--- src/rtl/muladd_opt_reg.sv ---
// muladd_opt_reg: optional pipeline register on one datapath.
//   BYPASS=1 : q follows d combinationally (clock, reset, ce unused)
//   BYPASS=0 : q is a CE-gated flop cleared asynchronously by rst_n low
// Ports: clk, rst_n (async active-low), ce, d[W], q[W].
module muladd_opt_reg #(
  parameter int W      = 8,
  parameter bit BYPASS = 1'b0
) (
  input  logic         clk,
  input  logic         rst_n,
  input  logic         ce,
  input  logic [W-1:0] d,
  output logic [W-1:0] q
);

  generate
    if (BYPASS) begin : g_comb
      logic unused_ctl;
      assign unused_ctl = &{1'b0, clk, rst_n, ce};
      assign q = d;
    end else begin : g_reg
      logic [W-1:0] q_q, q_d;

      // Holding on CE=0 keeps an X on d out of the register.
      always_comb q_d = ce ? d : q_q;

      always_ff @(posedge clk or negedge rst_n) begin
        if (!rst_n) q_q <= '0;
        else        q_q <= q_d;
      end

      assign q = q_q;
    end
  endgenerate

endmodule

--- config.mk ---
export PLATFORM = sky130hd
export DESIGN_NAME = muladd_opt_reg
export DESIGN_NICKNAME = d
export VERILOG_FILES = /design/src/rtl/muladd_opt_reg.sv
export SDC_FILE = /design/constraint.sdc
export NUM_CORES = 1
export LEC_CHECK = 0
export ABC_CLOCK_PERIOD_IN_PS = 1000
export CAP_MARGIN = 20
export CORE_AREA = 4 4 41 43
export DETAILED_ROUTE_END_ITERATION = 12
export DIE_AREA = 0 0 45 47
export SETUP_SLACK_MARGIN = 0.1
export SYNTH_ARGS = -nofsm -noshare
export SYNTH_HDL_FRONTEND = slang
export SYNTH_SLANG_ARGS = --single-unit
export TNS_END_PERCENT = 100
--- constraint.sdc ---
create_clock -name clk -period 1 [get_ports clk]
set_input_delay 0.2 -clock clk [delete_from_list [all_inputs] [get_ports clk]]
set_output_delay 0.2 -clock clk [all_outputs]
set_load 0.02 [all_outputs]
==> flow_summary.json <==
{
  "cp-end-kind": "output port",
  "portBuffers": 18,
  "fin_util_pct": 47.2,
  "slowest_delay_ps": 400,
  "crit_type": "flip-flop to output port",
  "numCtsBuffers": 3,
  "p_leak_uw": 0.000302,
  "holdBufCountCts": 0,
  "setup_ws_ps": 12.9,
  "layout.nets": 58,
  "setup_viol": 0,
  "outcome": "complete, no violations",
  "crit_chain": "buf_6",
  "fill_cells": 115,
  "drt_iter0_drc": 2,
  "synth_fp_nets": 28,
  "grt_start_max_net_pins": 9,
  "final_cell_mix": "clkdlybuf4s50_1, buf_6, mux2_4, dfrtp_1, buf_4",
  "row_count": 13,
  "drt-total-wl_microns": 772,
  "path_clk_slew_ps": 50,
  "slew_headroom_pct": 74.3,
  "synth_seq_cells": 8,
  "antenna_found_initial": 0,
  "die_w_microns": 45,
  "ant_nets": 0,
  "wl_per_cell_microns": 12.9,
  "drive_above_1_share_pct": 60.0,
  "gp_congestion": 0.656,
  "cts.path.max_buffers": 2,
  "hold_class": "input port to async pin",
  "critical_path.top_delay_family": "flip-flops",
  "critical_path_buf_inv_count": 1,
  "dp_slack_ps": -263,
  "finalCritPeriodShare_pct": 98.7,
  "avgSynthCellArea_sq_um": 19.5,
  "yosysUniqueCellTypes": 3,
  "tightestPinTransition_ps": 384,
  "worstPathMaxFanout": 2,
  "num_vias": 249,
  "peakVddDrop_uv": 839,
  "cts_tree": "yes",
  "die_area_sq_mm": 0.00212,
  "initial_core_util_pct": 25.5,
  "die_h_microns": 47,
  "overflow": 0,
  "worstPathArrival_ps": 790,
  "crit_slowest_cell": "dfrtp_1",
  "grt_first_pass_wirelength_microns": 1190,
  "fmax_mhz": 1010,
  "largest_register_ffs": 8,
  "finalSetupTns_ps": 0,
  "cap_violations": 0,
  "insertion_delay_ps": 250,
  "yosysSeqAreaShare_pct": 60.4,
  "htree_levels": 1,
  "hold_viol_final": 0,
  "track_usage_pct": 8.69,
  "final_max_slew_viol_count": 0,
  "rsz0062_at_grt": "yes",
  "finClkSkew_ps": 0,
  "drcViolationCount": 0,
  "core-area_sq_mm": 0.00130,
  "powerDensity_mw_per_mm2": 1440,
  "io_pins": 19,
  "clock-root-buffer": "clkbuf_4",
  "cp.required_ps": 800,
  "area_growth_pct": 85.3,
  "grt_pass1_vias": 278,
  "dr.pass1.iters": 2,
  "via_per_inst": 4.15,
  "post-route-min-period_ps": 987,
  "ys_warn_count": 0,
  "syn_inst": 17,
  "antenna_cells": 0,
  "crit_path_start_kind": "flip-flop",
  "syn-cell-area_sq_um": 332,
  "cts_sinks": 8
}
==> final timing paths <==
check	start	endpoint	slack, ps	cells after the start
min in group clk	ce	q[1]$_DFFE_PN0P_	490	3
worst max register to register	q[3]$_DFFE_PN0P_	q[3]$_DFFE_PN0P_	100	2
worst max-delay path	q[5]$_DFFE_PN0P_	q[5]	10	1
worst min-delay path	rst_n	q[0]$_DFFE_PN0P_	240	1
worst min register to register	q[0]$_DFFE_PN0P_	q[0]$_DFFE_PN0P_	550	1
max in group asynchronous	rst_n	q[7]$_DFFE_PN0P_	490	1
==> Yosys cell counts <==
library cell,instances,area (sq um)
dfrtp_1,8,200
buf_6,1,11.3
mux2_4,8,120
==> kinds of logic (layout without fill, tap and decap cells) <==
| kind of cell | count (synthesis) | after routing | synth area share [%] |
|---|---|---|---|
| flip-flops | 8 | 8 | 60.4 |
| buffers and inverters | 1 | 29 | 3.40 |
| multiplexers | 8 | 8 | 36.2 |
==> layer usage <==
metal | vias to the layer above | global-route usage [%] | wire (microns)
li1 | 115 | - | -
met3 | 0 | 6.13 | 92
met4 | 0 | 3.51 | 0
met2 | 18 | 14.7 | 384
met5 | - | 0 | 0
met1 | 116 | 8.18 | 295
==> where the power goes <==
part / switching [uW] / internal (uW)
clock network: 101 / 137
registers: 24.8 / 357
logic: 91.6 / 174
==> metrics by stage <==
stage	instances	instance area (sq um)	power (uW)	hold WS, ps
6_report	60	614	886	237
5_1_grt	60	614	931	263
4_1_cts	60	614	908	238
3_5_place_dp	55	564	630	490
3_3_place_gp	55	564	624	489
2_1_floorplan	17	332	483	-95.6
==> area by class of cell <==
cell class | instances | area (sq um) | share of cell area, %
clock buffer | 3 | 22.5 | 3.67
tap | 15 | 18.8 | 3.05
sequential | 8 | 200 | 32.6
multi-input combinational | 8 | 120 | 19.6
timing repair buffer | 26 | 253 | 41.1
==> repair_timing <==
item	4_1_cts	5_1_grt
setup endpoints to repair	16	13
cloned	0	0
setup buffers	2	0
resized for setup	50	0
No activity file was read; power rests on OpenSTA's default activity.
